==> src/rtl/rom_ctrl_digest_collect.sv <==
// Gathers the expected digest from the top ROM words and the KMAC digest, then
// pulses start_o once to launch the digest comparison.
module rom_ctrl_digest_collect #(
  parameter int unsigned NumWords = 8,
  parameter int unsigned RomAw    = 12,
  parameter int unsigned RomDepth = 4096
) (
  input  logic                     clk_i,
  input  logic                     rst_ni,
  input  logic                     begin_i,
  output logic                     rom_req_o,
  output logic [RomAw-1:0]         rom_addr_o,
  input  logic                     rom_rvalid_i,
  input  logic [31:0]              rom_rdata_i,
  input  logic                     kmac_valid_i,
  input  logic [NumWords*32-1:0]   kmac_digest_i,
  output logic [NumWords*32-1:0]   digest_o,
  output logic [NumWords*32-1:0]   exp_digest_o,
  output logic                     start_o,
  output logic                     alert_o
);

  localparam int unsigned CntW     = (NumWords > 1) ? $clog2(NumWords) : 1;
  localparam logic [CntW-1:0]  CntMax   = CntW'(NumWords - 1);
  localparam logic [RomAw-1:0] BaseAddr = RomAw'(RomDepth - NumWords);

  // Sparse encoding, pairwise Hamming distance >= 3.
  typedef enum logic [4:0] {
    StIdle     = 5'b01011,
    StReadExp  = 5'b10110,
    StWaitKmac = 5'b11101,
    StDone     = 5'b00000
  } state_e;

  logic [4:0]                state_r, state_d_s;
  logic [CntW-1:0]           cnt_r, cnt_inv_r, cnt_d_s;
  logic                      outstanding_r, outstanding_d_s;
  logic                      kmac_seen_r;
  logic                      start_r;
  logic [NumWords*32-1:0]    digest_r;
  logic [NumWords-1:0][31:0] exp_r;
  logic                      rom_req_s;
  logic                      exp_we_s;
  logic                      kmac_cap_s;
  logic                      state_valid_s;
  logic                      cnt_err_s;

  // Next-state, ROM request and capture-enable decode.
  always_comb begin
    state_d_s       = state_r;
    cnt_d_s         = cnt_r;
    outstanding_d_s = outstanding_r;
    rom_req_s       = 1'b0;
    exp_we_s        = 1'b0;
    state_valid_s   = 1'b1;
    case (state_r)
      StIdle: begin
        if (begin_i) begin
          state_d_s = StReadExp;
        end else begin
          state_d_s = state_r;
        end
      end
      StReadExp: begin
        if (!outstanding_r) begin
          rom_req_s       = 1'b1;
          outstanding_d_s = 1'b1;
        end else if (rom_rvalid_i) begin
          exp_we_s        = 1'b1;
          outstanding_d_s = 1'b0;
          if (cnt_r == CntMax) begin
            state_d_s = StWaitKmac;
          end else begin
            cnt_d_s = cnt_r + CntW'(1);
          end
        end else begin
          outstanding_d_s = outstanding_r;
        end
      end
      StWaitKmac: begin
        if (kmac_seen_r || kmac_valid_i) begin
          state_d_s = StDone;
        end else begin
          state_d_s = state_r;
        end
      end
      StDone: begin
        state_d_s = state_r;
      end
      default: begin
        state_valid_s = 1'b0;
      end
    endcase
    kmac_cap_s = kmac_valid_i && !kmac_seen_r &&
                 ((state_r == StReadExp) || (state_r == StWaitKmac));
  end

  // The inverted shadow copy of the counter must always mirror the primary.
  assign cnt_err_s = (cnt_r != ~cnt_inv_r);

  assign alert_o = (begin_i && (state_r != StIdle))
                 | (rom_rvalid_i && !outstanding_r)
                 | (kmac_valid_i && ((state_r == StIdle) || (state_r == StDone) || kmac_seen_r))
                 | ((state_r == StIdle) && (cnt_r != '0))
                 | (((state_r == StWaitKmac) || (state_r == StDone)) && (cnt_r != CntMax))
                 | !state_valid_s
                 | cnt_err_s;

  assign rom_req_o    = rom_req_s;
  assign rom_addr_o   = rom_req_s ? (BaseAddr + RomAw'(cnt_r)) : '0;
  assign digest_o     = digest_r;
  assign exp_digest_o = exp_r;
  assign start_o      = start_r;

  // State, counter, handshake tracking and captured digests.
  always_ff @(posedge clk_i or negedge rst_ni) begin
    if (!rst_ni) begin
      state_r       <= StIdle;
      cnt_r         <= '0;
      cnt_inv_r     <= '1;
      outstanding_r <= 1'b0;
      kmac_seen_r   <= 1'b0;
      start_r       <= 1'b0;
      digest_r      <= '0;
      exp_r         <= '0;
    end else begin
      state_r       <= state_d_s;
      cnt_r         <= cnt_d_s;
      cnt_inv_r     <= ~cnt_d_s;
      outstanding_r <= outstanding_d_s;
      start_r       <= (state_r == StWaitKmac) && (state_d_s == StDone);
      if (kmac_cap_s) begin
        digest_r    <= kmac_digest_i;
        kmac_seen_r <= 1'b1;
      end
      if (exp_we_s) begin
        exp_r[cnt_r] <= rom_rdata_i;
      end
    end
  end

endmodule

==> config.mk <==
export PLATFORM = sky130hd
export DESIGN_NAME = rom_ctrl_digest_collect
export DESIGN_NICKNAME = d
export VERILOG_FILES = /design/src/rtl/rom_ctrl_digest_collect.sv
export SDC_FILE = /design/constraint.sdc
export NUM_CORES = 1
export LEC_CHECK = 0
export ABC_AREA = 1
export CAP_MARGIN = 25
export CORE_AREA = 5 5 317 319
export DETAILED_ROUTE_END_ITERATION = 8
export DIE_AREA = 0 0 322 324
export GPL_TIMING_DRIVEN = 0
export SYNTH_ARGS = -nofsm -noshare
export SYNTH_HDL_FRONTEND = slang
export SYNTH_SLANG_ARGS = --single-unit
==> constraint.sdc <==
create_clock -name clk_i -period 1.5 [get_ports clk_i]
set_input_delay 0.225 -clock clk_i [delete_from_list [all_inputs] [get_ports clk_i]]
set_output_delay 0.225 -clock clk_i [all_outputs]
set_load 0.03 [all_outputs]
-- Yosys cells after proc, flatten, opt, wreduce, memory -nomap -nowiden
Index checks and enable logic that the tools add are counted.
- register bits after elaboration: 526
- latch bits: 0
- bits in writable memories: 0
- ROM bits: 0
- input port bits: 293
- output and inout bits: 527
- memories kept: 0
- add/subtract/negate cells: 2
- $mul: 0
- divide/modulo/power cells: 0
- order comparisons: 2
- equality and inequality tests: 7
- shift operators: 0
- multiplexer cells: 22
- bitwise operators: 8
- reduce and logical (&&, ||, !) cells: 21
- operators with widths (cell ; count):
    bitwise mux 256 bit ; 1
    demux 32 bit (select 3 bit) ; 1
    2-to-1 mux 32 bit ; 1
    2-to-1 mux 5 bit ; 5
    one-hot mux 5 bit (3 select lines) ; 1
    2-to-1 mux 12 bit ; 1
    2-to-1 mux 3 bit ; 4
    == test 5 bit (second input constant) ; 2
    logical NOT 5 bit ; 2
    logical AND 1 bit ; 9
    2-to-1 mux 1 bit ; 8
    inverter 3 bit ; 2
    bitwise OR 1 bit ; 6
    adder 4 x 4 -> 5 bit (first input constant) ; 1
    == test 5 x 4 -> 1 bit (second input constant) ; 1
    logical OR 1 bit ; 5
    inequality test 5 x 4 -> 1 bit (second input constant) ; 1
    less-than comparator 3 x 4 -> 1 bit (second input constant) ; 1
    OR reduction 4 bit ; 1
    adder 3 x 1 -> 3 bit (second input constant) ; 1
    == test 3 bit (second input constant) ; 1
    >= comparator 3 x 1 -> 1 bit (second input constant) ; 1
    logical NOT 1 bit ; 3
    inequality test 3 bit ; 1
    2 further kinds ; 2

-- Logic depth before layout (Yosys ltp)
- word-level depth: 9
- mapped depth: 9

-- Worst setup path after synthesis
Ideal clock, no wire load.
- path type: reg2out
- start point: register state_r[1]
- end point: output rom_addr_o[0]
- data arrival time: 2.220 ns
- path slack: -0.945 ns
- cell stages (with the launch flop): 7
- cell sequence: dfstp_2 inv_2 nor2_2 nand3_4 nor2_1 inv_1 nor2_1
- cells in the longest elaborated chain, start to end: 3
- ends and longest elaborated chain (element ; line ; text):
    start: declaration ; 35 ; logic [4:0] state_r, state_d_s;
    start signal: assignment ; 118 ; state_r <= StIdle;
    start signal: assignment ; 127 ; state_r <= state_d_s;
    == test 5 bit ; 56 ; case (state_r)
    2-to-1 mux 1 bit ; 56 ;
    named net rom_req_o ; 11 ; output logic rom_req_o,
    2-to-1 mux 12 bit ; 110 ; assign rom_addr_o = rom_req_s ? (BaseAddr + RomAw'(cnt_r)) : '0;
    end: declaration ; 12 ; output logic [RomAw-1:0] rom_addr_o,
The timed path passes the listed nets, and every way through them passes these cells.

-- Final worst setup path
- start point: register state_r[1]
- end point: output alert_o
- cells in the longest elaborated chain, start to end: 9
- elaborated cells on any way between the ends: 21
- ends and longest elaborated chain (element ; line ; text):
    == test 5 x 4 -> 1 bit or logical NOT 5 bit (tied branches) ; n/a ;
    logical OR 1 bit (2 in a row) ; 103 ; | (kmac_valid_i && ((state_r == StIdle) || (state_r == StDone) || kmac_seen_r))
    logical AND 1 bit ; 103 ;
    bitwise OR 1 bit ; 103 ;
    bitwise OR 1 bit ; 104 ; | ((state_r == StIdle) && (cnt_r != '0))
    bitwise OR 1 bit ; 105 ; | (((state_r == StWaitKmac) || (state_r == StDone)) && (cnt_r != CntMax))
    bitwise OR 1 bit * ; 106 ; | !state_valid_s
    bitwise OR 1 bit * ; 107 ; | cnt_err_s;
    end: declaration ; 20 ; output logic alert_o
Every way passes the cells marked *; elsewhere a longest branch is shown, timed or not.

==> run summary <==
The netlist area before placement came out at 21000 µm². The synthesized flop and latch total is around 530. The worst setup path is captured at a primary output. The iteration-0 DRC count of the detailed router is 1177. The clock-pin transition on the worst setup and hold timing paths came out at 0.06 ns. The share of cells above drive strength 1 is 0.254. The total of endpoints with negative setup slack in the final report is 1050. The share of Yosys cell area claimed by the top area cell type came out at 0.621. The most used flip-flop cell after synthesis is dfrtp_1. Setup repair after global routing could not meet its margin everywhere.

The signed area change from the synthesized netlist to the final layout is 81.3%. STA classifies the critical path startpoint as a register. The total negative setup slack came out at -517.03 ns.

The met3 routed wirelength is 9.52 mm. The most common cell in the synthesized netlist is nand2_1. The net count of the finished layout is 3555.

In this run the standard cell core region covers slightly below 100000 µm². The worst path setup slack after routing came out at -0.744 ns. The critical path class is register to primary output. The flow ran to the end, but the final reports show violations. The floorplan die width came out at 322 µm.

The top achievable clock speed came out at 0.446 GHz. Yosys printed 0 warnings. In this run the tightest slew margin relative to its limit is 0.271. The longest clock path from root to sink contains 3 buffers. The clock latency reported for the late side of the worst-skew pair came out at 0.64 ns. The global placer's final weighted congestion is 0.822. The path type of the worst min-delay path is primary input to async pin. The synthesized area divided by synthesized cell count came out at a little over 9 µm². The largest total area in the synthesized netlist belongs to dfrtp_1. The via count of the first global-routing pass was 19.5k. The largest net degree at the start of global routing came out at 116.

Of the available clock period, the critical path in the final layout requires 1.50. The clock drives between 500 and 600 sinks. Across the run, the number of max-cap violations was 0. After detailed routing, the met2 layer carries 49.9 mm of wire.

The H-tree depth came out at 2. The final design utilization is 0.390. The length of the first detailed-routing pass in iterations came out at 5. The vertical die dimension came out at between 300 and 400 µm. The largest voltage drop on the vdd net is ~830 µV. The async set-or-reset flop fraction in the synthesized netlist is 1.00. The routed length per placed instance is 22.1 µm. For the pin with the worst max-slew slack, the measured transition is 1.09 ns. The post-route cell area is 38000 µm². The final layout contains routed wiring with a total length of ~100 mm.

The final reports fail on hold timing, setup timing. The wire length of the first global-routing pass is 139 mm. The number of fill cells came out at 9522.

The required time reported for the critical path endpoint is 1.27 ns. The area of the die is ~100000 µm². The static power due to leakage came out at 18.3 nW. Final hold analysis gives a worst-case slack of -0.313 ns.

Once detailed placement completed, the half-perimeter wirelength came to 71.6 mm. Once detail routing completed, the nets flagged for antenna violations numbered 0. The routed metal-1 wirelength is ~39 mm.

The number of port buffers came out at between 800 and 900. The post-layout minimum cycle time came out at approximately 2.2 ns. The number of hold-slack violations in the final timing report is 100. The post-route clock skew is 0.0175 ns. The total overflow left after global routing is 0.

The boundary pin count came out at 820. The initial utilization of the core area, before any placement, comes to 0.215. Using the TritonRoute via totals, the vias-per-cell ratio works out to 4.16. For this run, design rule violations remaining after detail routing come to 0.

Data on the critical path arrives at its endpoint at 2.02 ns. The aggregate global-route resource usage is 0.181. The total via count in the routed design is ~19k. In this run the cell area measured after placement is approximately 31000 µm². The number of enable flip-flop cells after synthesis came out at 0. The setup slack at placement is -1.04 ns. The distinct cell type count of the synthesized netlist is 25.

The max-slew violation count came out at 0. The number of cell rows is 115. The highest metal layer carrying signal wires in the routed design is met5. The maximum net fanout on the critical path came out at 3. The share of the Yosys chip area taken by registers is 0.628.

Ranked by instance count, the synthesized netlist is headed by 921 x nand2_1, 520 x dfrtp_1, 304 x inv_1. By area the synthesized netlist is led by dfrtp_1 62%, nand2_1 16%, inv_1 5.4%, o21ai_1 4.2%, buf_6 2.8%. In this run the clock root is driven by a clkbuf_16.

The total clock buffers created by CTS is 60. The initial antenna violation count came to 7. The power per standard cell area came out at 813 nW/µm². The synthesized instance count is 2256. The net count after synthesis came out at about 2.6k. TritonCTS built the clock tree.
## final timing paths
path | from | to | slack, ns | cells after the start
hold / removal | rst_ni | exp_digest_o[217] | -0.31 | 1
setup / recovery | state_r[1] | alert_o | -0.74 | 9
min in group clk_i | kmac_digest_i[88] | digest_o[88] | 0.12 | 3
max in group asynchronous | rst_ni | digest_o[124] | 0.17 | 3
hold reg to reg | exp_digest_o[165] | exp_digest_o[165] | 0.47 | 2
setup reg to reg | state_r[1] | digest_o[160] | -0.71 | 14
## critical path, stage by stage, from the launching register on
cell and delay [ns]:
dfstp_2 0.56, inv_2 0.05, nor2_4 0.09, nand3_4 0.10, buf_6 0.15, nand2_4 0.05
nor2_1 0.04, nor2_1 0.11, nand3_2 0.09, buf_6 0.14
## where the power goes
part	internal (mW)	total (mW)	switching (mW)	leakage, nW
Sequential	14.2	14.2	0	7.30
Combinational	0.759	1.58	0.820	10.0
Clock	8.84	15.1	6.30	0.974
Total	23.8	30.9	7.12	18.3
## placed cells by master, fill, tap and decap left out, types with 29 or more instances in the layout
cell | netlist | layout
buf_12 | 0 | 56
buf_16 | 0 | 55
buf_4 | 9 | 29
buf_6 | 52 | 54
buf_8 | 0 | 29
clkbuf_16 | 0 | 74
clkdlybuf4s50_1 | 0 | 802
dfrtp_1 | 520 | 519
inv_1 | 304 | 300
nand2_1 | 921 | 695
nand2_2 | 0 | 100
nand2_4 | 2 | 126
o21ai_1 | 176 | 99
o21ai_2 | 50 | 218
## layout make-up
cell class	count	area (µm²)	share of cell area
Clock buffer	85	1730	0.0454
Sequential cell	526	13200	0.346
Timing Repair Buffer	944	10700	0.282
Inverter	307	1160	0.0306
Buffer	113	1650	0.0434
Tap cell	1287	1610	0.0424
Multi-Input combinational cell	1308	7680	0.202
Antenna cell	8	20.0	0.000527
Clock inverter	23	269	0.00708
## kinds of logic (layout without fill, tap and decap cells)
family | Yosys count | count (layout) | share of synthesized area
flip-flops | 526 | 526 | 0.628
AND/OR/NAND/NOR | 970 | 970 | 0.182
adder cells (fa/ha/maj) | 2 | 2 | 0.00119
AO/OA/AOI/OAI | 332 | 332 | 0.0882
XOR/XNOR | 4 | 4 | 0.00167
other | 0 | 8 | 0
buffers and inverters | 422 | 1472 | 0.0985
## sequential cells by signal (all words and copies together), names as in the netlist
name           cells
exp_digest_o     256
state_r            5
kmac_seen_r        1
cnt_r              3
outstanding_r      1
cnt_inv_r          3
start_o            1
digest_o         256
## metal layers
metal	global-route usage	vias up
li1	-	8901
met1	0.215	9377
met2	0.312	711
met3	0.0626	157
met4	0.0526	12
met5	0	-
## stage by stage
| stage | power, mW | std cells | hold slack [ns] |
|---|---|---|---|
| 2_1_floorplan | 14.6 | 2256 | -0.0706 |
| 3_3_place_gp | 15.9 | 4362 | 0.453 |
| 3_5_place_dp | 16.0 | 4368 | 0.384 |
| 4_1_cts | 31.3 | 4581 | -0.335 |
| 5_1_grt | 32.0 | 4593 | -0.285 |
| 6_report | 30.9 | 4601 | -0.313 |
## what timing repair did
item / 4_1_cts / 5_1_grt
buffers inserted: 53 / 17
resized for setup: 577 / 337
pin swaps: 23 / 8
gates cloned: 54 / 9
endpoints found under the hold margin: 100 / 100
setup endpoints to repair: 1044 / 1157
No activity file was read; power rests on OpenSTA's default activity.
==> edit 1: new RTL, config.mk and constraints unchanged <==
The output `start_o` loses its register stage (`start_r` becomes a continuous assignment).
--- a/src/rtl/rom_ctrl_digest_collect.sv
+++ b/src/rtl/rom_ctrl_digest_collect.sv
@@ -121,5 +121,4 @@
       outstanding_r <= 1'b0;
       kmac_seen_r   <= 1'b0;
-      start_r       <= 1'b0;
       digest_r      <= '0;
       exp_r         <= '0;
@@ -129,5 +128,4 @@
       cnt_inv_r     <= ~cnt_d_s;
       outstanding_r <= outstanding_d_s;
-      start_r       <= (state_r == StWaitKmac) && (state_d_s == StDone);
       if (kmac_cap_s) begin
         digest_r    <= kmac_digest_i;
@@ -140,4 +138,6 @@
   end
 
+  assign start_r = (state_r == StWaitKmac) && (state_d_s == StDone);
+
 endmodule
 
Behaviour: same outputs for any inputs over 4 cycles, from zero or initial values and one cycle with rst_ni low; that may be too few to reach the edited logic, so the function may still have changed.
==> edit 1 against the original RTL <==
- setup slack worse by 0.049 ns
- sequential cell count down 1
- routed wire length down 8.6%
- design area down 6.8%
- core utilization down 2.7 points
- power up 4.6%
- the run still ends with hold timing, setup timing left
- synthesized area down 0.39%
- via count up 0.55%
- clock skew up 0.00064 ns
==> edit 1: results (changes against the original RTL) <==
stage,metric,value,unit,change
run_status,status,finished with violations,,
run_status,failing checks,"hold timing, setup timing",,
synth,Synth Area in XOR/XNOR,0.00168,,+0.00000651
synth,post-synthesis compound-gate area fraction,0.0638,,-0.0244
sta,worst hold slack,-0.365,ns,-0.0524 ns
cts,clock buffer count from CTS,66,,+10%
power,Net Sw Frac,0.229,,-0.00137
grt,Tot GR Track Use,0.170,,-0.0117
sta,final setup margin,-0.793,ns,-0.0492 ns
cts,CTS H-tree lvls,3,,+1
placed_design,hpwl dp,67.7,mm,-5.4%
setup_path,Worst R2R Setup Slack,-0.58,ns,+0.13 ns
cts,worst skew pair latency,0.62,ns,-0.02 ns
sta,Final Setup Violations,1042,,-0.76%
synth,Mapped Cells,2335,,+3.5%
setup_path,worst reg2reg path endpoint,exp_digest_o[156]$_DFFE_PN0P_,,
routing,1st-iter DRT viols,1419,,+21%
power,Max VDD drop,0.847,mV,+1.8%
placed_design,GPL Wtd Cong,0.859,,+4.6%
synth,Synth area leaders,"dfrtp_1 62%, nand2_1 18%, o21ai_1 5.1%, inv_1 5.0%, buf_2 1.8%",,
routing,DRT Wirelength,93.0,mm,-8.6%
setup_path,Crit path largest cell delay,0.60,ns,+0.04 ns
placed_design,"Cell Area, Placed",0.0306,mm2,-1.9%
grt,initial antenna violation count,6,,-1
synth,top post-synthesis cells by count,"1024 x nand2_1, 519 x dfrtp_1, 277 x inv_1, 213 x o21ai_1, 75 x buf_2",,
synth,Post-Synth Adder-Cell Area,0.00120,,+0.00000465
synth,Netlist cell types,28,,+12%
sta,final hold viol count,84,,-16%
## edit 1: cell type report
class / instances / area, um2
clock inverter: 22 / 334
sequential: 525 / 13100
antenna: 2 / 5.00
timing repair buffer: 905 / 9640
tap: 1287 / 1610
buffer: 150 / 1290
fill: 9705 / 62100
clock buffer: 98 / 1950
inverter: 282 / 1070
multi-input combinational: 1379 / 6360
## edit 1: how the worst max path moves through the flow
stage,from,endpoint,cells past startpoint
floorplan,state_r[1]$_DFF_PN1_,rom_addr_o[0],6
detailed placement,rom_rvalid_i,exp_digest_o[150]$_DFFE_PN0P_,9
CTS,state_r[3]$_DFF_PN1_,alert_o,8
finish,state_r[1]$_DFF_PN1_,alert_o,8
global placement,rst_ni,digest_o[152]$_DFFE_PN0P_,1
global route,state_r[1]$_DFF_PN1_,alert_o,8
## edit 1: repair_timing
action,CTS,global route
hold endpoints to repair,282,84
gates cloned,21,5
setup buffers,52,10
setup endpoints to repair,1047,1045
gates resized for setup,368,136
pin swaps,84,42
## edit 1: cell families (layout without fill, tap and decap cells)
family,after synthesis,in the layout
fa+ha+maj,2,2
buf+inv,432,1457
xor+xnor,4,4
flops,525,525
other cells,0,2
simple gates,1106,1107
compound gates,266,266
## edit 1: power groups by stage
stage | combinational, W | sequential (W) | clock, W
2_1_floorplan | 0.000226 | 0.0144 | 0
3_3_place_gp | 0.00127 | 0.0145 | 0
3_5_place_dp | 0.00142 | 0.0144 | 0
4_1_cts | 0.00150 | 0.0142 | 0.0172
5_1_grt | 0.00162 | 0.0142 | 0.0178
6_report | 0.00148 | 0.0142 | 0.0167
## edit 1: metrics by stage
stage	setup slack (ns)	total power, W
after floorplan	-0.158	0.0147
after global placement	-24.85	0.0157
after detailed placement	-0.923	0.0158
after CTS	-0.866	0.0328
after global routing	-0.926	0.0335
final	-0.793	0.0323
## edit 1: routing by layer
layer,vias to the layer above,share of wire,GRT usage
met2,751,0.49,0.281
met4,0,0.035,0.0623
met3,154,0.071,0.0410
li1,9022,-,-
met1,9336,0.41,0.216
met5,-,0,0
## edit 1: worst reg2reg max path, cell delays in order (launching register included)
cell	delay, ns
dfstp_2	0.60
nand3_2	0.10
nor2_4	0.16
nand2_8	0.09
buf_6	0.13
nor2_4	0.13
buf_6	0.13
buf_6	0.11
nand2_8	0.13
clkbuf_16	0.22
nand2_1	0.07
nand2_1	0.07
==> edit 2: new RTL, same settings <==
Made on the original files. `RomAw`: 12 -> 24.
--- a/src/rtl/rom_ctrl_digest_collect.sv
+++ b/src/rtl/rom_ctrl_digest_collect.sv
@@ -3,5 +3,5 @@
 module rom_ctrl_digest_collect #(
   parameter int unsigned NumWords = 8,
-  parameter int unsigned RomAw    = 12,
+  parameter int unsigned RomAw    = 24,
   parameter int unsigned RomDepth = 4096
 ) (
Interface: changed (resized rom_addr_o); port bits go from 820 to 832. The function was not compared with the original's and may differ.
==> edit 2 against the original RTL <==
- the flow finishes with violations (setup timing)
- synthesized area grew 0.45%
- final cell count shrank 0.30%
- routed wire length shrank 7.0%
- power grew 0.56%
- design area shrank 5.9%
- critical path depth grew 6
- combinational power grew 4%
- sequential cell count is the same
- count of clock-buffer cells in the layout grew 9
- setup slack lost 0.075 ns
- clock skew shrank 0.00083 ns
- synthesized cell count grew 0.58%
- highest routed layer unchanged
==> edit 2: results (changes against the original RTL) <==
stage,metric,value,unit,change
run_status,status,finished with violations,,
run_status,failing checks,setup timing,,
synth,Netlist cell types,26,,+4.0%
grt,met3 Use GR,0.0550,,-0.00761
sta,worst-margin pin slew,0.849,ns,-0.241 ns
routing,drt via density,4.07,,-2.2%
power,Pleak,17.4,nW,-4.7%
grt,vias in the first global route,18700,,-4.2%
placed_design,GPL Wtd Cong,0.819,,-0.34%
synth,register area share after synthesis,0.625,,-0.00280
synth,Synth Area in XOR/XNOR,0.00166,,-0.00000744
finish,post-route insts no fill,4587,,-0.30%
finish,Nets,3541,,-0.39%
synth,Post-Synth Adder-Cell Area,0.00119,,-0.00000532
power,P_sw,0.00707,W,-0.70%
grt,global-route wire length before repair,131,mm,-5.7%
sta,final setup margin,-0.818,ns,-0.0747 ns
placed_design,"Cell Area, Placed",0.0314,mm2,+0.61%
grt,initial antenna violation count,8,,+1
sta,Final Setup Violations,1337,,+27%
min_path,HP Class,input pin to register,,
grt,GR Util met2,0.291,,-0.0212
synth,Synth area leaders,"dfrtp_1 62%, nand2_1 16%, inv_1 5.4%, o21ai_1 4.2%, buf_6 2.8%",,
grt,met1 Track Usage GR,0.206,,-0.00910
sta,Fin Setup TNS,-637.64,ns,-120.61 ns
power,P_int,0.0240,W,+0.94%
placed_design,hpwl dp,70.0,mm,-2.2%
==> edit 2: cell types whose count changed in the layout (fill, tap and decap cells not counted), moves of 7 or more <==
cell,change
nand2_1,+142
nand2_4,-93
o21ai_1,+115
o21ai_2,-117
nand2_2,-51
buf_6,+27
buf_12,-10
buf_8,-11
buf_4,+14
buf_16,-36
clkdlybuf4s50_1,-7
conb_1,+12
==> edit 2: final cells by class <==
type                    count  area, um2
well taps                1287       1610
repair buffers            906       9730
diodes                      2       5.00
multi-input cells        1320       6480
plain buffers             125       1540
clock inverters            20        224
inverters                 307       1160
flip-flops and latches    526      13200
fillers                  9782      61800
clock buffers              94       1820
==> edit 2: path summary, 6_finish.rpt <==
kind | start | end | cells past startpoint
hold reg to reg | exp_digest_o[4]$_DFFE_PN0P_ | exp_digest_o[4]$_DFFE_PN0P_ | 2
min in group asynchronous | rst_ni | digest_o[208]$_DFFE_PN0P_ | 6
setup reg to reg | state_r[1]$_DFF_PN1_ | exp_digest_o[142]$_DFFE_PN0P_ | 15
setup / recovery | state_r[1]$_DFF_PN1_ | exp_digest_o[142]$_DFFE_PN0P_ | 15
max in group asynchronous | rst_ni | digest_o[117]$_DFFE_PN0P_ | 8
hold / removal | kmac_digest_i[200] | digest_o[200]$_DFFE_PN0P_ | 3
==> edit 2: logic make-up after synthesis <==
kind of cell,count (synthesis)
AOI/OAI and AO/OA,332
xor gates and xnor gates,4
adders and majority gates,2
buffers and inverters,434
DFF,526
other,1
and+or+nand+nor,970
==> edit 2: repair_timing <==
item	4_1_cts	5_1_grt
resized for setup	339	183
hold buffers	5	1
pin swaps	6	13
hold endpoints to repair	232	145
endpoints found under the setup margin	1043	1335
buffers inserted	30	26
cloned	13	7
